<file path="config.mk">
export PLATFORM = sky130hd
export DESIGN_NAME = ra4_mult
export DESIGN_NICKNAME = d
export VERILOG_FILES = /design/src/rtl/ra4_mult.sv
export SDC_FILE = /design/constraint.sdc
export NUM_CORES = 1
export LEC_CHECK = 0
export ABC_AREA = 0
export CORE_MARGIN = 2
export CORE_UTILIZATION = 35
export DETAILED_ROUTE_END_ITERATION = 12
export PLACE_DENSITY = 0.58
export SLEW_MARGIN = 15
export SYNTH_ARGS = -nofsm -noshare
export SYNTH_HDL_FRONTEND = slang
export SYNTH_SLANG_ARGS = --single-unit
</file>
<file path="constraint.sdc">
create_clock -name clk -period 3.5 [get_ports clk]
set_clock_uncertainty 0.15 [all_clocks]
set_input_delay 0.7 -clock clk [delete_from_list [all_inputs] [get_ports clk]]
set_output_delay 0.7 -clock clk [all_outputs]
set_load 0.02 [all_outputs]
</file>
<file path="src/rtl/ra4_mult.sv">
// Sequential 4x4 unsigned multiplier: one shift-add step per cycle through a single 4-bit adder.
// Runs continuously in a 5-cycle frame (LOAD + four iterations) and publishes {Cout, Z} with a done pulse.
module ra4_mult (
    input  logic       clk,
    input  logic       rst_n,
    input  logic [3:0] A,
    input  logic [3:0] B,
    output logic [6:0] Z,
    output logic       Cout,
    output logic       done
);

    localparam logic [2:0] LAST_PHASE = 3'd4;

    logic [2:0] cnt;
    logic [3:0] m;
    logic [3:0] acc;
    logic [3:0] q;
    logic [4:0] sum;

    // The multiplicand is gated by q[0] in front of the adder, so only one adder is built.
    // NOTE: always_comb assigns sum on every path; a missing assignment would infer a latch.
    always_comb begin
        sum = {1'b0, acc} + {1'b0, m & {4{q[0]}}};
    end

    // The carry bit of P is always cleared by the right shift, so sum[4] goes straight into
    // acc[3] and no separate carry flop is kept.
    // NOTE: every register, including the datapath, is cleared by the async reset so an aborted
    // iteration leaves nothing behind; all state updates use non-blocking assignments.
    always_ff @(posedge clk or negedge rst_n) begin
        if (!rst_n) begin
            cnt  <= 3'd0;
            m    <= 4'd0;
            acc  <= 4'd0;
            q    <= 4'd0;
            Z    <= 7'd0;
            Cout <= 1'b0;
            done <= 1'b0;
        end else if (cnt == 3'd0) begin
            m    <= A;
            q    <= B;
            acc  <= 4'd0;
            cnt  <= 3'd1;
            done <= 1'b0;
        end else begin
            acc <= sum[4:1];
            q   <= {sum[0], q[3:1]};
            if (cnt == LAST_PHASE) begin
                Cout <= sum[4];
                Z    <= {sum[3:0], q[3:1]};
                done <= 1'b1;
                cnt  <= 3'd0;
            end else begin
                cnt  <= cnt + 3'd1;
                done <= 1'b0;
            end
        end
    end

endmodule

</file>
==> results of run 1 <==
==> power by group <==
part           total, mW  switching, mW  internal (mW)
logic              0.134         0.0613         0.0727
clock network      0.198         0.0824          0.116
registers          0.325         0.0159          0.309
==> cell usage after synthesis <==
master | instances | area, µm²
a21boi_0 | 1 | 7.51
and2_1 | 3 | 18.8
a21oi_1 | 3 | 15.0
nor3_1 | 1 | 5.00
mux2_2 | 10 | 113
xor2_1 | 1 | 8.76
ha_1 | 6 | 75.1
dfrtp_1 | 24 | 601
o31ai_1 | 1 | 7.51
mux2_4 | 2 | 30.0
buf_6 | 2 | 22.5
o21ai_0 | 3 | 15.0
nand2_1 | 4 | 15.0
nor2_1 | 3 | 11.3
nor2b_1 | 1 | 6.26
xnor2_1 | 1 | 8.76
nand3_1 | 1 | 5.00
o21a_1 | 1 | 7.51
a31oi_1 | 1 | 6.26
inv_1 | 7 | 26.3
and3b_1 | 1 | 8.76
nor2b_4 | 1 | 13.8
nand2_2 | 1 | 6.26
fa_1 | 1 | 20.0
==> through the flow <==
stage / std cells / utilization, %
final: 132 / 46.7
after global routing: 132 / 46.7
after CTS: 132 / 46.7
after detailed placement: 128 / 44.8
after global placement: 128 / 44.8
after floorplan: 80 / -
==> routing by layer <==
layer / vias to the layer above / wire length [µm] / track usage (%)
met5: - / 0 / 0
met4: 0 / 44 / 7.79
met3: 4 / 56 / 1.98
met2: 13 / 826 / 19.8
met1: 324 / 791 / 16.5
li1: 307 / - / -
==> path summary, 6_finish.rpt <==
path,from,end,slack [ns]
worst max-delay path,Z[3],Z[3],1.35
worst min-delay path,Z[6],Z[6],0.35
worst max register to register,q[0],Cout,1.66
worst min register to register,Z[6],Z[6],0.35
max in group asynchronous,rst_n,m[1],2.38
min in group asynchronous,rst_n,acc[1],0.58
==> logic make-up after synthesis <==
logic type	Yosys count	share of synthesized area (%)
flip-flops	24	57.0
AND/OR/NAND/NOR	16	8.55
multiplexers	12	13.5
AO/OA/AOI/OAI	10	5.58
buffers and inverters	9	4.63
adder cells (fa/ha/maj)	7	9.03
XOR/XNOR	2	1.66
==> state kept, by name, indices dropped and copies added, names as in the netlist <==
| register | count |
|---|---|
| Cout | 1 |
| Z | 7 |
| acc | 4 |
| cnt | 3 |
| done | 1 |
| m | 4 |
| q | 4 |
==> cell type report <==
cell class                      count  area [µm²]
Clock buffer                        3        22.5
Clock inverter                      1        30.0
Fill cell                         262        1500
Inverter                            7        26.3
Multi-Input combinational cell     47         404
Sequential cell                    24         601
Tap cell                           31        38.8
Timing Repair Buffer               19         188
==> qor.yml, run 1 <==
initial_core_util_pct: 37.6
tightest_slew_ns: 0.343
portBuffers: 18
path_max_fanout: 2
finish.net_count: 119
hold_depth: 2
path_delay_family: "buffers and inverters"
drc: 3
routabilityCongestion: 0.709
drt-initial-drc-count: 16
violations: "DRC"
synth_seq_cells: 24
netlist_instances: 80
grt_pass1_vias: 710
syn_nets: 97
end_kind: "output port"
rsz0062_at_grt: "false"
cts_made_buffers: 3
drive_gt1_share_pct: 18.8
antenna_found_initial: 0
leakage_nw: 0.593
yosys.cell_types.count: 24
worst-setup-path-type: "reg2out"
root_buffer: "clkbuf_4"
pre_cts_slack_ns: 1.67
ff2ff_path_depth: 7
cts_resized: 0
boundaryPins: 19
cp.depth: 1
min_period_ns: 2.15
dieArea_um2: 3470
critPathLaunchType: "register"
wire_per_inst_um: 13.0
critical-path-slowest-cell: "clkdlybuf4s50_1"
htree_levels: 1
mostFrequentLayoutCell: "dfrtp_1"
slowest_delay_ns: 0.61
finalCritPeriodShare_pct: 61.4
cts_tree: "yes"
hold_violations: 0
clock_latency_ns: 0.31
core_um2: 2810
path_cells: "clkdlybuf4s50_1"
required_ns: 2.65
worst_slack_ns: 1.35
holdBufCountCts: 0
grt_overflow: 0
crit_arrival_ns: 1.30
clockBufferDepth: 2
fin_area_um2: 1310
setup_violations: 0
grtUsageTotal_pct: 12.7
avgSynthCellArea_um2: 13.2
status: "complete, but fails checks"
drt_wl_total_mm: 1.72
postRouteAntennaNets: 0
slew_headroom_pct: 77.1
p_per_area_nw_per_um2: 502
first_pass_iters: 8
final_cell_mix: "dfrtp_1 (24), clkdlybuf4s50_1 (18), mux2_2 (10)"
grt_pass1_wl_mm: 3.24
die_h_um: 58.9
maxSlewViolCount: 0
hold_path_class: "reg2reg"
path_clk_slew_ns: 0.13
drv_cap: 0
fin_setup_tns_ns: 0
cts_setup_buffers: 0
routed_via_density: 4.91
peakVddDrop_mv: 0.206
total_power_uw: 657
syn2layout_area_growth_pct: 24.3
synth_area_um2: 1050
cts_sinks: 24
ys_seq_area_share_pct: 57.0
fmax_ghz: 0.465
path_buf_inv: 1
antenna-diode-count: 0
hold_slack_ns: 0.346
via_count: 648
yosys_warnings: 0
dpl_cell_area_um2: 1260
post-dp-hpwl_mm: 1.25
die_x_um: 58.9
num_rows: 19
grt_max_degree: 25
(Power assumes the default switching activity.)
==> run 2: changes to the inputs <==
clock period = 2.1 ns   (was 3.5 ns; I/O delays follow)
==> run 2 against run 1 <==
Net effect:
- the flow still finishes with violations (DRC)
- non-clock buffer count is the same
- cell count is the same
- critical path depth is the same
- cell area is the same
- worst hold slack lost 0.046 ns
- count of clock-buffer cells in the layout is the same
- sequential share of layout area is the same
==> qor.yml, run 2 (same netlist as run 1, synthesis figures left out) <==
final_util_pct: 46.7  # unchanged
root_buffer: "clkbuf_4"  # unchanged
mostFrequentLayoutCell: "dfrtp_1"  # unchanged
grt_overflow: 0  # unchanged
peakVddDrop_mv: 0.371  # was 0.206 mV
dieArea_um2: 3470  # unchanged
cts_resized: 0  # unchanged
drv_cap: 0  # unchanged
holdBufCountCts: 0  # unchanged
clockBufferDepth: 2  # unchanged
path_cells: "clkdlybuf4s50_1"  # unchanged
maxSlewViolCount: 0  # unchanged
setup_violations: 0  # unchanged
grt_max_degree: 25  # unchanged
antenna_found_initial: 0  # unchanged
pre_cts_slack_ns: 0.292  # was 1.67 ns
worst-setup-path-type: "reg2out"  # unchanged
cts_sinks: 24  # unchanged
finish.net_count: 119  # unchanged
r2r_end: "Cout"  # unchanged
largest_register_ffs: 7  # unchanged
fin_area_um2: 1310  # unchanged
startpoint: "Z[3]"  # unchanged
initial_core_util_pct: 37.6  # unchanged
routed_via_density: 4.67  # was 4.91
drt_wl_total_mm: 1.64  # was 1.72 mm
clock_latency_ns: 0.30  # was 0.31 ns
cp.depth: 1  # unchanged
reg2reg_slack_ns: 0.28  # was 1.66 ns
path_max_fanout: 2  # unchanged
status: "complete, but fails checks"  # unchanged
postRouteAntennaNets: 0  # unchanged
fill_cells: 273  # was 262
hold_slack_ns: 0.299  # was 0.346 ns
drive_gt1_share_pct: 18.8  # unchanged
boundaryPins: 19  # unchanged
core_um2: 2810  # unchanged
slowest_delay_ns: 0.61  # about the same
fin_setup_tns_ns: 0  # unchanged
path_clk_slew_ns: 0.13  # about the same
path_delay_family: "buffers and inverters"  # unchanged
first_pass_iters: 8  # unchanged
die_h_um: 58.9  # unchanged
violations: "DRC"  # unchanged
htree_levels: 1  # unchanged
grt_pass1_wl_mm: 2.88  # was 3.24 mm
tightest_slew_ns: 0.330  # was 0.343 ns
portBuffers: 18  # unchanged
path_buf_inv: 1  # unchanged
post-dp-hpwl_mm: 1.22  # was 1.25 mm
worst_slack_ns: 0.250  # was 1.35 ns
dpl.cell_count: 128  # unchanged
timing.rr.start: "q[0]"  # unchanged
fmax_ghz: 0.541
critPathLaunchType: "register"  # unchanged
min_period_ns: 1.85
routabilityCongestion: 0.747  # was 0.709
syn2layout_area_growth_pct: 24.3  # unchanged
cts_made_buffers: 3  # unchanged
slew_headroom_pct: 78.0  # was 77.1%
rsz0062_at_grt: "false"  # unchanged
ff2ff_path_depth: 7  # unchanged
grt_pass1_vias: 678  # was 710
grtUsageTotal_pct: 11.1  # was 12.7%
regMostFlops: "Z"  # unchanged
leakage_nw: 0.593  # unchanged
final_cell_mix: "dfrtp_1 (24), clkdlybuf4s50_1 (18), mux2_2 (10)"  # unchanged
cp-endpoint: "Z[3]"  # unchanged
cts_setup_buffers: 0  # unchanged
critical-path-slowest-cell: "clkdlybuf4s50_1"  # unchanged
p_per_area_nw_per_um2: 833  # was 502 nW/µm²
required_ns: 1.53  # was 2.65 ns
crit_arrival_ns: 1.28  # was 1.30 ns
hold_path_class: "in2async"  # was reg2reg
end_kind: "output port"  # unchanged
via_count: 617  # was 648
die_x_um: 58.9  # unchanged
total_power_mw: 1.09  # was 657 µW
antenna-diode-count: 0  # unchanged
dpl_cell_area_um2: 1260  # unchanged
drc: 3  # unchanged
num_rows: 19  # unchanged
finalCritPeriodShare_pct: 88.1
drt-initial-drc-count: 7  # was 16
wire_per_inst_um: 12.4  # was 13.0 µm
hold_violations: 0  # unchanged
instances_no_fill: 132  # unchanged
cts_tree: "yes"  # unchanged
## run 2: worst min path at each step
stage | to | slack (ns) | cells past startpoint
final | acc[1] | 0.30 | 2
after global routing | m[3] | 0.32 | 2
after CTS | Z[5] | 0.30 | 2
after detailed placement | Z[6] | 0.32 | 2
after global placement | Z[6] | 0.32 | 2
after floorplan | Cout | -0.03 | 0
## run 2: cell type report
cell class	count	area, µm²	share of cell area, %
Clock inverter	1	30.0	2.29
Inverter	7	26.3	2.01
Tap cell	31	38.8	2.96
Multi-Input combinational cell	47	404	30.8
Timing Repair Buffer	19	188	14.3
Clock buffer	3	22.5	1.72
Sequential cell	24	601	45.8
## run 2: routing by layer
metal | GRT usage, % | up-vias | wire (µm)
li1 | - | 308 | -
met5 | 0 | - | 0
met2 | 18.6 | 11 | 818
met3 | 1.98 | 2 | 49
met4 | 6.82 | 0 | 27
met1 | 13.1 | 296 | 740
## run 2: power by group
group	total, mW	switching (mW)	internal (mW)
Sequential	0.542	0.0261	0.516
Clock	0.325	0.132	0.193
Combinational	0.225	0.103	0.122
Total	1.09	0.261	0.830
==> run 3: changes to the inputs <==
CAP_MARGIN = 20   (was unset)
CORE_UTILIZATION = 50   (was 35)
GPL_ROUTABILITY_DRIVEN = 0   (was unset)
PLACE_DENSITY = 0.78   (was 0.58)
==> run 3 against run 2 <==
Net effect:
- the flow now finishes without violations
- sequential power barely moved
- total power down 7.9%
- non-clock buffer count stayed put
==> qor.yml, run 3 (same netlist as run 1, synthesis figures left out) <==
status: "finished clean"  # was complete, but fails checks
path_cells: "clkdlybuf4s50_1"  # unchanged
syn2layout_area_growth_pct: 22.3  # was 24.3%
instances_no_fill: 128  # was 132
drt-initial-drc-count: 2  # was 7
antenna-diode-count: 0  # unchanged
end_kind: "output port"  # unchanged
min_period_ns: 1.87  # was 1.85 ns
dpl.cell_count: 124  # was 128
initial_core_util_pct: 53.2  # was 37.6%
wire_per_inst_um: 12.7  # was 12.4 µm
grt_max_degree: 25  # unchanged
drt_wl_total_mm: 1.63  # was 1.64 mm
drive_gt1_share_pct: 18.8  # unchanged
postRouteAntennaNets: 0  # unchanged
finalCritPeriodShare_pct: 89.2  # was 88.1%
core_um2: 1980  # was 2810 µm²
required_ns: 1.53  # about the same
first_pass_iters: 4  # was 8
tightest_slew_ns: 0.309  # was 0.330 ns
leakage_nw: 0.586  # was 0.593 nW
mostFrequentLayoutCell: "dfrtp_1"  # unchanged
die_x_um: 49.9  # was 58.9 µm
peakVddDrop_mv: 0.544  # was 0.371 mV
slowest_delay_ns: 0.61  # about the same
path_max_fanout: 2  # unchanged
path_clk_slew_ns: 0.13  # about the same
largest_register_ffs: 7  # unchanged
post-dp-hpwl_mm: 1.24  # was 1.22 mm
die_h_um: 49.9  # was 58.9 µm
htree_levels: 1  # unchanged
rsz0062_at_grt: "false"  # unchanged
cts_made_buffers: 3  # unchanged
hold_violations: 0  # unchanged
holdBufCountCts: 0  # unchanged
cts_tree: "yes"  # unchanged
worst-setup-path-type: "reg2out"  # unchanged
grt_pass1_vias: 665  # was 678
grtUsageTotal_pct: 16.4  # was 11.1%
hold_path_class: "in2async"  # unchanged
antenna_found_initial: 0  # unchanged
grt_overflow: 0  # unchanged
final_cell_mix: "dfrtp_1 (24), clkdlybuf4s50_1 (18), mux2_2 (10)"  # unchanged
num_rows: 16  # was 19
path_buf_inv: 1  # unchanged
fmax_ghz: 0.534  # was 0.541 GHz
cts_sinks: 24  # unchanged
clockBufferDepth: 2  # unchanged
cts_resized: 0  # unchanged
drc: 0  # was 3
maxSlewViolCount: 0  # unchanged
via_count: 625  # was 617
boundaryPins: 19  # unchanged
routed_via_density: 4.88  # was 4.67
critical-path-slowest-cell: "clkdlybuf4s50_1"  # unchanged
fin_setup_tns_ns: 0  # unchanged
critPathLaunchType: "register"  # unchanged
clock_latency_ns: 0.31  # was 0.30 ns
total_power_mw: 1.01  # was 1.09 mW
crit_arrival_ns: 1.30  # was 1.28 ns
setup_violations: 0  # unchanged
portBuffers: 18  # unchanged
finish.net_count: 119  # unchanged
path_delay_family: "buffers and inverters"  # unchanged
slew_headroom_pct: 79.4  # was 78.0%
grt_pass1_wl_mm: 2.99  # was 2.88 mm
root_buffer: "clkbuf_4"  # unchanged
drv_cap: 0  # unchanged
dieArea_um2: 2490  # was 3470 µm²
regMostFlops: "Z"  # unchanged
cts_setup_buffers: 0  # unchanged
p_per_area_nw_per_um2: 780  # was 833 nW/µm²
run 3: cell types whose count changed in the layout (fill, tap and decap cells not counted):
| cell | delta |
|---|---|
| clkbuf_8 | +1 |
| bufinv_16 | -1 |
run 3: final timing paths:
path / cells after the start / slack [ns] / from / endpoint
max in group asynchronous: 2 / 1.28 / rst_n / Z[6]
max reg2reg: 7 / 0.24 / q[0] / Cout
max: 1 / 0.23 / Z[0] / Z[0]
min reg2reg: 2 / 0.35 / Z[4] / Z[4]
min in group clk: 2 / 0.35 / Z[4] / Z[4]
min: 2 / 0.29 / rst_n / m[0]
run 3: report_power, final:
group	switching (mW)	internal [mW]	leakage [nW]
Combinational	0.104	0.122	0.269
Sequential	0.0258	0.516	0.296
Clock	0.133	0.106	0.0210
Total	0.262	0.743	0.586
run 3: area by class of cell:
cell class	count	area, µm²
fillers	150	693
flip-flops and latches	24	601
multi-input cells	47	404
repair buffers	19	188
clock buffers	4	36.3
well taps	27	33.8
inverters	7	26.3
run 3: per-stage QoR:
step | utilization, % | hold WS, ns | setup slack (ns) | area (µm²)
3_5_place_dp | 63.2 | 0.322 | 0.275 | 1250
2_1_floorplan | - | -0.0256 | 0.460 | 1050
4_1_cts | 65.0 | 0.297 | 0.208 | 1290
3_3_place_gp | 63.2 | 0.312 | 0.323 | 1250
5_1_grt | 65.0 | 0.302 | 0.112 | 1290
6_report | 65.0 | 0.291 | 0.227 | 1290
run 3: metal layers:
layer / global-route usage, % / share of wire [%] / up-vias
met2: 26.0 / 50 / 12
met5: 0 / 0 / -
met1: 21.6 / 46 / 301
met3: 3.64 / 3.3 / 2
met4: 6.94 / 1.4 / 0
li1: - / - / 310
